[src/rtl/div_pkg.sv]
// Shared constants and state encoding for the multi-cycle divider.
package div_pkg;

    localparam int DIV_DATA_W = 32;

    typedef enum logic [1:0] {
        DivFree   = 2'b00,
        DivByZero = 2'b01,
        DivOn     = 2'b10,
        DivEnd    = 2'b11
    } div_state_e;

    localparam logic DivResultReady    = 1'b1;
    localparam logic DivResultNotReady = 1'b0;
    localparam logic DivStart          = 1'b1;
    localparam logic DivStop           = 1'b0;

    localparam logic [DIV_DATA_W-1:0]   ZeroWord       = '0;
    localparam logic [2*DIV_DATA_W-1:0] DoubleZeroWord = '0;

endpackage

[src/rtl/div_step.sv]
// One radix-2 restoring iteration: shift in the next dividend bit,
// trial-subtract the divisor, and emit one quotient bit.
module div_step #(
    parameter int DATA_W = 32
) (
    input  logic [DATA_W-1:0] rem,
    input  logic [DATA_W-1:0] quo,
    input  logic [DATA_W-1:0] div,
    output logic [DATA_W-1:0] rem_next,
    output logic [DATA_W-1:0] quo_next
);

    logic [DATA_W:0] t;
    logic [DATA_W:0] diff;
    logic            ge;

    // Trial subtraction on a 33-bit window so the shifted-out remainder bit is kept.
    always_comb begin
        t        = {rem, quo[DATA_W-1]};
        diff     = t - {1'b0, div};
        ge       = (t >= {1'b0, div});
        rem_next = ge ? diff[DATA_W-1:0] : t[DATA_W-1:0];
        quo_next = {quo[DATA_W-2:0], ge};
    end

endmodule

[src/rtl/div_unit.sv]
// Multi-cycle 32-bit divider for DIV/DIVU. Signed operands are divided as
// magnitudes and the signs are restored on the final iteration.
module div_unit
    import div_pkg::*;
#(
    parameter int DATA_W     = DIV_DATA_W,
    parameter int ITER_CNT_W = 6
) (
    input  logic                  clk,
    input  logic                  rst,
    input  logic                  signed_div_i,
    input  logic [DATA_W-1:0]     opdata1_i,
    input  logic [DATA_W-1:0]     opdata2_i,
    input  logic                  start_i,
    input  logic                  annul_i,
    output logic [2*DATA_W-1:0]   result_o,
    output logic                  ready_o
);

    localparam logic [ITER_CNT_W-1:0] LastIter = ITER_CNT_W'(DATA_W - 1);

    div_state_e              state, state_next;
    logic [DATA_W-1:0]       rem, quo, div;
    logic [ITER_CNT_W-1:0]   cnt;
    logic                    s1, s2;

    logic [DATA_W-1:0]       rem_next, quo_next;
    logic [DATA_W-1:0]       quo_fix, rem_fix;
    logic                    s1_in, s2_in;
    logic                    go;

    div_step #(.DATA_W(DATA_W)) u_step (
        .rem      (rem),
        .quo      (quo),
        .div      (div),
        .rem_next (rem_next),
        .quo_next (quo_next)
    );

    // Sign flags for a new request and the sign-corrected final result.
    always_comb begin
        s1_in   = signed_div_i & opdata1_i[DATA_W-1];
        s2_in   = signed_div_i & opdata2_i[DATA_W-1];
        go      = (start_i == DivStart) && !annul_i;
        quo_fix = (s1 ^ s2) ? -quo_next : quo_next;
        rem_fix = s1 ? -rem_next : rem_next;
    end

    // Next-state selection; rst is handled in the state register.
    always_comb begin
        state_next = state;
        case (state)
            DivFree:   if (go) state_next = (opdata2_i == ZeroWord) ? DivByZero : DivOn;
            DivByZero: state_next = DivEnd;
            DivOn: begin
                if (annul_i)              state_next = DivFree;
                else if (cnt == LastIter) state_next = DivEnd;
            end
            DivEnd:    if (start_i == DivStop) state_next = DivFree;
            default:   state_next = DivFree;
        endcase
    end

    // State register plus the datapath/output registers that follow it.
    always_ff @(posedge clk) begin
        if (rst) begin
            state    <= DivFree;
            rem      <= ZeroWord;
            quo      <= ZeroWord;
            div      <= ZeroWord;
            cnt      <= '0;
            s1       <= 1'b0;
            s2       <= 1'b0;
            result_o <= DoubleZeroWord;
            ready_o  <= DivResultNotReady;
        end else begin
            state <= state_next;
            case (state)
                DivFree: begin
                    result_o <= DoubleZeroWord;
                    ready_o  <= DivResultNotReady;
                    if (go && opdata2_i != ZeroWord) begin
                        s1  <= s1_in;
                        s2  <= s2_in;
                        quo <= s1_in ? -opdata1_i : opdata1_i;
                        div <= s2_in ? -opdata2_i : opdata2_i;
                        rem <= ZeroWord;
                        cnt <= '0;
                    end
                end
                DivByZero: begin
                    result_o <= DoubleZeroWord;
                    ready_o  <= DivResultReady;
                end
                DivOn: begin
                    if (annul_i) begin
                        result_o <= DoubleZeroWord;
                        ready_o  <= DivResultNotReady;
                    end else begin
                        rem <= rem_next;
                        quo <= quo_next;
                        cnt <= cnt + 1'b1;
                        if (cnt == LastIter) begin
                            result_o <= {rem_fix, quo_fix};
                            ready_o  <= DivResultReady;
                        end
                    end
                end
                DivEnd: begin
                    if (start_i == DivStop) begin
                        result_o <= DoubleZeroWord;
                        ready_o  <= DivResultNotReady;
                    end
                end
                default: ;
            endcase
        end
    end

endmodule

[config.mk]
export PLATFORM = sky130hd
export DESIGN_NAME = div_unit
export DESIGN_NICKNAME = d
export VERILOG_FILES = /design/src/rtl/div_pkg.sv /design/src/rtl/div_step.sv /design/src/rtl/div_unit.sv
export SDC_FILE = /design/constraint.sdc
export NUM_CORES = 1
export LEC_CHECK = 0
export BUFFER_PORTS_ARGS = -buffer_cell sky130_fd_sc_hd__buf_4
export CAP_MARGIN = 5
export CORE_ASPECT_RATIO = 0.9
export CORE_MARGIN = 5
export CORE_UTILIZATION = 60
export DETAILED_ROUTE_END_ITERATION = 8
export PLACE_DENSITY = 0.83
export SLEW_MARGIN = 0
export SYNTH_ARGS = -nofsm -noshare
export SYNTH_HDL_FRONTEND = slang
export SYNTH_SLANG_ARGS = --single-unit
[constraint.sdc]
create_clock -name clk -period 6.64 [get_ports clk]
set_input_delay 1.328 -clock clk [delete_from_list [all_inputs] [get_ports clk]]
set_output_delay 1.328 -clock clk [all_outputs]
set_load 0.05 [all_outputs]
==> flow_summary.ini, run 1 <==
[synth]
yosysTopAreaCell = dfxtp_1
synth_ff_type = dfxtp_1
syn-cell-area_um2 = 12000
async_reset_ff_frac = 0
post_synth_mux_area_share = 0.0111
ys_warn_count = 0
synth_fa_ha_area_frac = 0.0453
netlist.area_leader.share = 0.284
synth-compound-area-share = 0.269
synth_xor_area_frac = 0.0981
yosys.area_share.simple = 0.241
ys_seq_area_frac = 0.284
synthDistinctLibCells = 98
syn-num-nets = 1706
synth_edf_count = 0
syn_inst = 1594
ys_ff_latch = 171
syn-mean-instance-area_um2 = 7.56
synthTopCellsByArea = dfxtp_1 28%, nor2_1 6.6%, nand2_1 6.2%
synth_top_family_by_area = compound AO/OA/AOI/OAI gates

[route]
highest_layer = met4
met2WireLength_mm = 16.3
vias = 12300
dr_wl_met3_mm = 3.60
ant_nets = 0
drt_pass1_iterations = 9
drc = 0
wl_per_cell_um = 19.5
drt_iter0_markers = 1340
viasPerCell = 6.36
routed_wl_mm = 37.6
met1_length_mm = 16.6

[clocking]
clk_latency_ns = 0.44
cts_tree = done
cts_setup_buffers = 0
ctsHoldBuffers = 0
htreeDepth = 4
cts.sinks = 171
cts_buffer_depth = 2
path_clk_slew_ns = 0.07
cts_buffers = 17
clock-root-buffer = clkbuf_16
cts_resized = 0

[power]
leakage_nw = 5.48
switching_share = 0.467
powerDensity_nw_per_um2 = 326
power_frac_seq = 0.279
combPwrFrac = 0.500
internal-power_mw = 2.37
p_clk_frac = 0.221
power.net_switching_mw = 2.08
ir_drop_mv = 0.422

[sta]
final.min_clock_period_ns = 5.39
relSlewSlack = 0.210
finalHoldViolations = 0
skew_ns = 0.0160
report.final.slew_viol_count = 0
fmax_mhz = 185
setup_viol = 0
min_period_over_period = 0.812
grt_setup_unrepaired = false
fin_setup_tns_ns = 0
tightestPinTransition_ns = 1.18

[final_layout]
final_cells = 1928
final_common_cell = nor2_1
drive_gt1_frac = 0.132
diodes = 0
syn_to_final_growth_pct = 13.3
fin_util = 0.687
final_cell_mix = 212 x nor2_1, 198 x nand2_1, 171 x dfxtp_1
num-nets-final = 1773

[global_routing]
grt_pass1_wl_mm = 58.4
grt_max_degree = 88
grt_usage = 0.311
first_global_vias = 11000
antenna_found_initial = 0
overflow = 0

[worst_setup_path]
endpoint_kind = register
r2r_end = result_o[62]
cp_max_fo = 28
path_class = register to register
crit_required_ns = 6.97
reg2regPathDepth = 18
crit_arrival_ns = 5.72
critPathLaunchType = register
r2r-start = rem[15]
r2r_setup_slack_ns = 1.25

[hold_path]
hold_depth = 2
hold_path_class = register to register
hp-start = result_o[46]
hold_end = result_o[46]

[die]
rows = 49
start_util = 0.607
fp.coreArea_um2 = 19900
die_area_um2 = 23000
fp.dieW_um = 159
dieHeight_um = 144
ioPinCount = 134

[placement]
dp_hpwl_mm = 27.9
port_buffers = 133
place_inst = 1896
place_congestion = 1.03

[run]
cap_violations = 0

[status]
run_status = complete, no violations
kinds of logic after synthesis:
group / Yosys count
compound gates: 469
xor+xnor: 135
fa+ha+maj: 43
buf+inv: 152
flops: 171
mux: 13
simple gates: 611
routing by layer:
metal	GRT usage	up-vias
li1	-	5835
met1	0.448	5728
met3	0.0627	85
met5	0	-
met4	0.112	0
met2	0.465	623
power groups by stage:
stage | clock (mW) | sequential, mW | combinational [mW]
2_1_floorplan | 0 | 1.23 | 1.63
3_5_place_dp | 0 | 1.26 | 2.15
5_1_grt | 1.03 | 1.25 | 2.43
4_1_cts | 0.993 | 1.23 | 2.17
6_report | 0.986 | 1.24 | 2.23
3_3_place_gp | 0 | 1.25 | 2.12
cell usage after synthesis, drive strengths merged, types with 9 or more instances:
master / instances
nor2: 214
nand2: 201
dfxtp: 171
a21oi: 134
o21ai: 89
clkbuf: 70
xnor2: 70
xor2: 65
a22oi: 59
inv: 55
ha: 42
nor3: 41
a211oi: 38
buf: 27
o31ai: 22
a21o: 18
a22o: 18
nand4: 18
nor4: 17
or4: 16
nand3: 15
and2: 14
nor2b: 14
or3: 14
mux2i: 13
o211ai: 12
nand2b: 10
and3: 9
o41ai: 9
worst max-delay path by stage:
stage                        end     from  slack (ns)
finish              result_o[62]  rem[15]        1.25
global route        result_o[62]  rem[13]        0.99
CTS                 result_o[58]  rem[13]        1.40
detailed placement  result_o[58]  rem[13]        1.41
global placement    result_o[60]  rem[13]        1.68
floorplan           result_o[54]  rem[13]        1.63
worst max-delay path, stage by stage (launching register included):
cell      delay (ns)
dfxtp_1         0.47
ha_1            0.35
a21oi_1         0.22
o21ai_0         0.15
a31o_1          0.27
o311ai_4        0.57
nand2_4         0.34
mux2i_1         0.33
ha_1            0.29
nand2_1         0.08
a2111o_1        0.40
o211ai_1        0.16
nand2_1         0.14
nor4b_2         0.31
o221ai_1        0.27
nand2b_4        0.24
o31ai_1         0.34
xnor2_1         0.13
a22o_1          0.21
registers in the layout, summed over array words and instances (netlist names):
signal / flops
s2: 1
ready_o: 1
quo: 32
div: 32
result_o: 64
cnt: 6
rem: 32
s1: 1
state: 2
area by class of cell:
type	instances	area, um^2
clock inverter	14	150
tap	255	319
inverter	55	206
multi-input combinational	1271	8030
timing repair buffer	145	1100
sequential	171	3420
clock buffer	17	425
fill	1685	6210
through the flow:
stage | hold slack (ns) | area [um^2] | worst slack [ns] | power (mW)
final | 0.457 | 13700 | 1.25 | 4.46
after floorplan | 0.432 | 12000 | 1.63 | 2.86
after global routing | 0.476 | 13700 | 0.989 | 4.71
after CTS | 0.461 | 13600 | 1.40 | 4.40
after global placement | 0.441 | 13100 | 1.68 | 3.38
after detailed placement | 0.449 | 13100 | 1.41 | 3.41
No activity file was read; power rests on OpenSTA's default activity.
==> run 2: changes to the inputs <==
--- a/config.mk
+++ b/config.mk
@@ -5,13 +5,14 @@
 export SDC_FILE = /design/constraint.sdc
 export NUM_CORES = 1
 export LEC_CHECK = 0
+export ABC_AREA = 1
 export BUFFER_PORTS_ARGS = -buffer_cell sky130_fd_sc_hd__buf_4
 export CAP_MARGIN = 5
 export CORE_ASPECT_RATIO = 0.9
 export CORE_MARGIN = 5
-export CORE_UTILIZATION = 60
+export CORE_UTILIZATION = 61
 export DETAILED_ROUTE_END_ITERATION = 8
-export PLACE_DENSITY = 0.83
+export PLACE_DENSITY = 0.84
 export SLEW_MARGIN = 0
 export SYNTH_ARGS = -nofsm -noshare
 export SYNTH_HDL_FRONTEND = slang
==> constraint.sdc (replaced) <==
create_clock -name clk -period 5.5 [get_ports clk]
set_input_delay 1.1 -clock clk [delete_from_list [all_inputs] [get_ports clk]]
set_output_delay 1.1 -clock clk [all_outputs]
set_load 0.05 [all_outputs]
==> run 2 against run 1 <==
  * Synthesized cell count up 33%
  * Wire length up 9.4%
  * Clock-buffer cell count up 2
  * Sequential power up 25%
  * Cell area up 7.6%
  * Clock power up 33%
  * Critical endpoint is now result_o[24]
  * Hold slack better by 0.0085 ns
  * Die area up 5.7%
  * Combinational power up 34%
  * Cell count up 30%
==> flow_summary.ini, run 2 <==
[status]
run_status = complete, no violations

[route]
drt_iter0_markers = 1599
drt_pass1_iterations = 7
routed_wl_mm = 41.1
met1_length_mm = 18.3
drc = 0
wl_per_cell_um = 16.4
viasPerCell = 5.63
met2WireLength_mm = 18.3
dr_wl_met3_mm = 3.20
highest_layer = met4
ant_nets = 0
vias = 14100

[final_layout]
largest_reg_flops = 64
diodes = 0
fin_util = 0.703
final_common_cell = nand2_1
drive_gt1_frac = 0.131
final_cell_mix = 632 x nand2_1, 253 x inv_1, 188 x a21oi_1
regMostFlops = result_o
num-nets-final = 2321
fin_area_um2 = 14700
syn_to_final_growth_pct = 13.0

[synth]
synth_ff_type = dfxtp_1
async_reset_ff_frac = 0
ys_warn_count = 0
ys_ff_latch = 171
syn-cell-area_um2 = 13000
syn_inst = 2125
synth_edf_count = 0
netlist.area_leader.share = 0.263
ys_seq_area_frac = 0.263
synth_most_common_cell = nand2_1
syn-mean-instance-area_um2 = 6.12
synthTopCellsByArea = dfxtp_1 26%, nand2_1 18%, inv_1 7.3%
syn-num-nets = 2237
synthDistinctLibCells = 55
synth_common_cells = 633 x nand2_1, 253 x inv_1, 188 x a21oi_1
yosysTopAreaCell = dfxtp_1

[clocking]
cts_buffer_depth = 2
cts_setup_buffers = 0
path_clk_slew_ns = 0.07
cts.sinks = 171
htreeDepth = 4
ctsHoldBuffers = 0
cts_buffers = 17
cts_tree = done
cts_resized = 0
clock-root-buffer = clkbuf_16
clk_latency_ns = 0.45

[sta]
fmax_mhz = 209
relSlewSlack = 0.268
final.min_clock_period_ns = 4.79
skew_ns = 0.00776
hold_slack_ns = 0.465
min_period_over_period = 0.871
fin_setup_tns_ns = 0
grt_setup_unrepaired = false
report.final.slew_viol_count = 0
tightestPinTransition_ns = 1.10
setup_viol = 0
finalHoldViolations = 0

[power]
combPwrFrac = 0.511
power.net_switching_mw = 2.80
switching_share = 0.479
ir_drop_mv = 0.339
p_clk_frac = 0.224
powerDensity_nw_per_um2 = 398
internal-power_mw = 3.05
power_frac_seq = 0.265
power_mw = 5.85
leakage_nw = 7.04

[run]
cap_violations = 0

[die]
die_area_um2 = 24300
ioPinCount = 134
fp.coreArea_um2 = 20900
fp.dieW_um = 164
dieHeight_um = 148
start_util = 0.622
rows = 50

[placement]
place_congestion = 1.04
dp_hpwl_mm = 31.4
place_area_um2 = 14100
port_buffers = 133

[global_routing]
first_global_vias = 12800
grt_max_degree = 92
overflow = 0
grt_pass1_wl_mm = 66.0
grt_usage = 0.334
antenna_found_initial = 0

[worst_setup_path]
critPathMostFrequentCell = nand3_1
path_class = register to register
cp_slowest_cell = nor2_8
slowest_delay_ns = 0.45
cp_max_fo = 42
crit_required_ns = 5.78
endpoint_kind = register
r2r_setup_slack_ns = 0.71
crit_arrival_ns = 5.07
crit_chain = inv_1 > ha_1 > nand2_1 > nand2_1 > a21boi_1 > nor2_2 > nor2_8 > nand2_8 > inv_2 > ha_1 > nand3_1 > nor3_2 > nand3_1 > nor3_2 > nand3_1 > nand2_1 > o21ai_1 > a21oi_1 > o21ai_0 > or2_2 > nand3_1 > a21oi_1
critPathLaunchType = register

[hold_path]
hold_path_class = register to register
## run 2: area by class of cell
| type | count | area (um^2) |
|---|---|---|
| multi-input combinational | 1601 | 8170 |
| fill | 1874 | 6210 |
| sequential | 171 | 3420 |
| timing repair buffer | 144 | 1080 |
| inverter | 274 | 1030 |
| clock buffer | 19 | 443 |
| tap | 286 | 358 |
| clock inverter | 13 | 183 |
## run 2: path summary, 6_finish.rpt
check / from / depth (start not counted) / endpoint
setup / recovery: div[26] / 22 / result_o[24]
hold / removal: div[2] / 2 / div[2]
setup reg to reg: div[26] / 22 / result_o[24]
hold reg to reg: div[2] / 2 / div[2]
## run 2: worst max-delay path: cells and delay by family (launching register included)
family,cells,cell delay [ns]
compound gates,5,0.94
fa+ha+maj,2,0.57
flops,1,0.32
buf+inv,2,0.38
simple gates,13,2.35
## run 2: cell families after synthesis
family                   count (synthesis)  share of synthesized area
buffers and inverters                  353                      0.108
AO/OA/AOI/OAI                          359                      0.148
XOR/XNOR                                83                     0.0559
AND/OR/NAND/NOR                       1116                      0.382
flip-flops                             171                      0.263
adder cells (fa/ha/maj)                 43                     0.0420
## run 2: per-stage QoR
step / worst slack (ns) / std cells
2_1_floorplan: 2.02 / 2125
3_3_place_gp: 1.05 / 2476
3_5_place_dp: 0.926 / 2476
4_1_cts: 0.885 / 2508
5_1_grt: 0.330 / 2508
6_report: 0.710 / 2508
## run 2: per-layer routing
| layer | global-route usage | vias to the layer above |
|---|---|---|
| met5 | 0 | - |
| met4 | 0.115 | 0 |
| met3 | 0.0524 | 100 |
| met2 | 0.524 | 639 |
| met1 | 0.469 | 6434 |
| li1 | - | 6952 |
## run 2: power by group through the flow
stage          Combinational [mW]  Clock, mW  Sequential [mW]
2_1_floorplan                2.15          0             1.61
3_3_place_gp                 2.86          0             1.56
3_5_place_dp                 2.90          0             1.57
4_1_cts                      2.92       1.31             1.54
5_1_grt                      3.32       1.37             1.57
6_report                     2.99       1.31             1.55
==> run 3: changes to the inputs <==
--- a/config.mk
+++ b/config.mk
@@ -6,7 +6,7 @@
 export NUM_CORES = 1
 export LEC_CHECK = 0
 export ABC_AREA = 1
-export BUFFER_PORTS_ARGS = -buffer_cell sky130_fd_sc_hd__buf_4
+export BUFFER_PORTS_ARGS = -buffer_cell sky130_fd_sc_hd__buf_2
 export CAP_MARGIN = 5
 export CORE_ASPECT_RATIO = 0.9
 export CORE_MARGIN = 5
==> run 3 against run 2 <==
  * Global-route usage fell by 0.19 points
  * Critical path depth rose by 2
  * Clock-buffer cell count rose by 1
==> flow_summary.ini, run 3 (synthesized netlist as in run 2, its figures left out) <==
[worst_setup_path]
endpoint_kind = register
crit_family = simple AND/OR/NAND/NOR gates
crit_required_ns = 5.77
path_class = register to register
critPathMostFrequentCell = nand3_1
cp_max_fo = 42
cp_slowest_cell = nor2_8
critPathLaunchType = register
crit_arrival_ns = 5.01
slowest_delay_ns = 0.46
crit_chain = inv_1 > ha_1 > nand2_1 > nor2_2 > nand2_1 > nor2_2 > nand2_2 > nand3_4 > nor2_8 > nand2_8 > inv_2 > ha_1 > nand3_1 > nor3_2 > nand3_1 > nor3_2 > nand3_1 > nand2_1 > o21ai_1 > a21oi_1 > o21ai_0 > or2_2 > nand3_1 > a21oi_1
timing.critical_path.buf_inv = 2

[power]
power_frac_seq = 0.268
leakage_nw = 7.00
ir_drop_mv = 0.429
internal-power_mw = 2.99
switching_share = 0.483
power.net_switching_mw = 2.79
p_clk_frac = 0.221
combPwrFrac = 0.511
powerDensity_nw_per_um2 = 403

[die]
start_util = 0.622
dieHeight_um = 148
ioPinCount = 134
rows = 50
die_area_um2 = 24300
fp.coreArea_um2 = 20900
fp.dieW_um = 164

[final_layout]
diodes = 0
largest_reg_flops = 64
num-nets-final = 2323
final_common_cell = nand2_1
final_cell_mix = 632 x nand2_1, 253 x inv_1, 188 x a21oi_1
fill_cells = 1991
syn_to_final_growth_pct = 10.4
drive_gt1_frac = 0.132
regMostFlops = result_o
multi_input_area_um2 = 8170
seq_area_um2 = 3420
fin_util = 0.687

[sta]
relSlewSlack = 0.276
tightestPinTransition_ns = 1.09
report.final.slew_viol_count = 0
min_period_over_period = 0.861
finalHoldViolations = 0
fmax_mhz = 211
grt_setup_unrepaired = false
setup_viol = 0
final.min_clock_period_ns = 4.73
fin_setup_tns_ns = 0
skew_ns = 0.0102
fin_ws_ns = 0.766

[clocking]
htreeDepth = 4
clk_latency_ns = 0.44
cts_resized = 0
cts_tree = done
ctsHoldBuffers = 0
cts.sinks = 171
cts_setup_buffers = 0
cts_buffers = 17
cts_buffer_depth = 2
clock-root-buffer = clkbuf_16
path_clk_slew_ns = 0.07

[route]
wl_per_cell_um = 16.4
viasPerCell = 5.57
ant_nets = 0
routed_wl_mm = 41.1
vias = 14000
drc = 0
drt_iter0_markers = 1413
drt_pass1_iterations = 6

[global_routing]
first_global_vias = 12900
grt_usage = 0.332
overflow = 0
antenna_found_initial = 1
grt_max_degree = 93
grt_pass1_wl_mm = 65.0

[placement]
pre_cts_ws_ns = 0.928
dp_hpwl_mm = 31.5
place_congestion = 1.06
port_buffers = 133

[hold_path]
hold_path_class = register to register

[run]
cap_violations = 0

[status]
run_status = complete, no violations
## run 3: cell type report
type / count / share of cell area
Sequential cell: 171 / 0.238
Clock buffer: 20 / 0.0318
Clock inverter: 12 / 0.0105
Tap cell: 286 / 0.0249
Multi-Input combinational cell: 1601 / 0.569
Timing Repair Buffer: 146 / 0.0533
Inverter: 274 / 0.0717
## run 3: final timing paths
| kind | startpoint | slack (ns) | to | cells after the start |
|---|---|---|---|---|
| setup / recovery | div[20] | 0.77 | result_o[24] | 24 |
| hold / removal | div[9] | 0.46 | div[9] | 2 |
| setup reg to reg | div[20] | 0.77 | result_o[24] | 24 |
| hold reg to reg | div[9] | 0.46 | div[9] | 2 |
## run 3: power groups by stage
stage,registers [mW],clock network [mW],logic (mW)
6_report,1.55,1.28,2.96
5_1_grt,1.57,1.34,3.28
4_1_cts,1.54,1.28,2.90
3_5_place_dp,1.57,0,2.88
3_3_place_gp,1.56,0,2.85
2_1_floorplan,1.61,0,2.15
## run 3: metal layers
metal,part of all wire,up-vias,global-route usage
met3,0.087,92,0.0762
met2,0.44,575,0.525
met1,0.43,6361,0.442
met5,0.00032,-,0
li1,-,6956,-
met4,0.039,2,0.130
## run 3: worst min-delay path, cell delays in order, from the launching register on
cell and delay, ns:
dfxtp_1 0.30, inv_1 0.06, a21oi_1 0.06
## run 3: per-stage QoR
step           instances  instance area, um^2  hold WS [ns]  total power, mW
2_1_floorplan       2125                13000         0.430             3.77
4_1_cts             2510                14400         0.456             5.72
3_5_place_dp        2478                13700         0.446             4.45
6_report            2510                14400         0.458             5.78
5_1_grt             2510                14400         0.479             6.19
3_3_place_gp        2478                13700         0.448             4.41
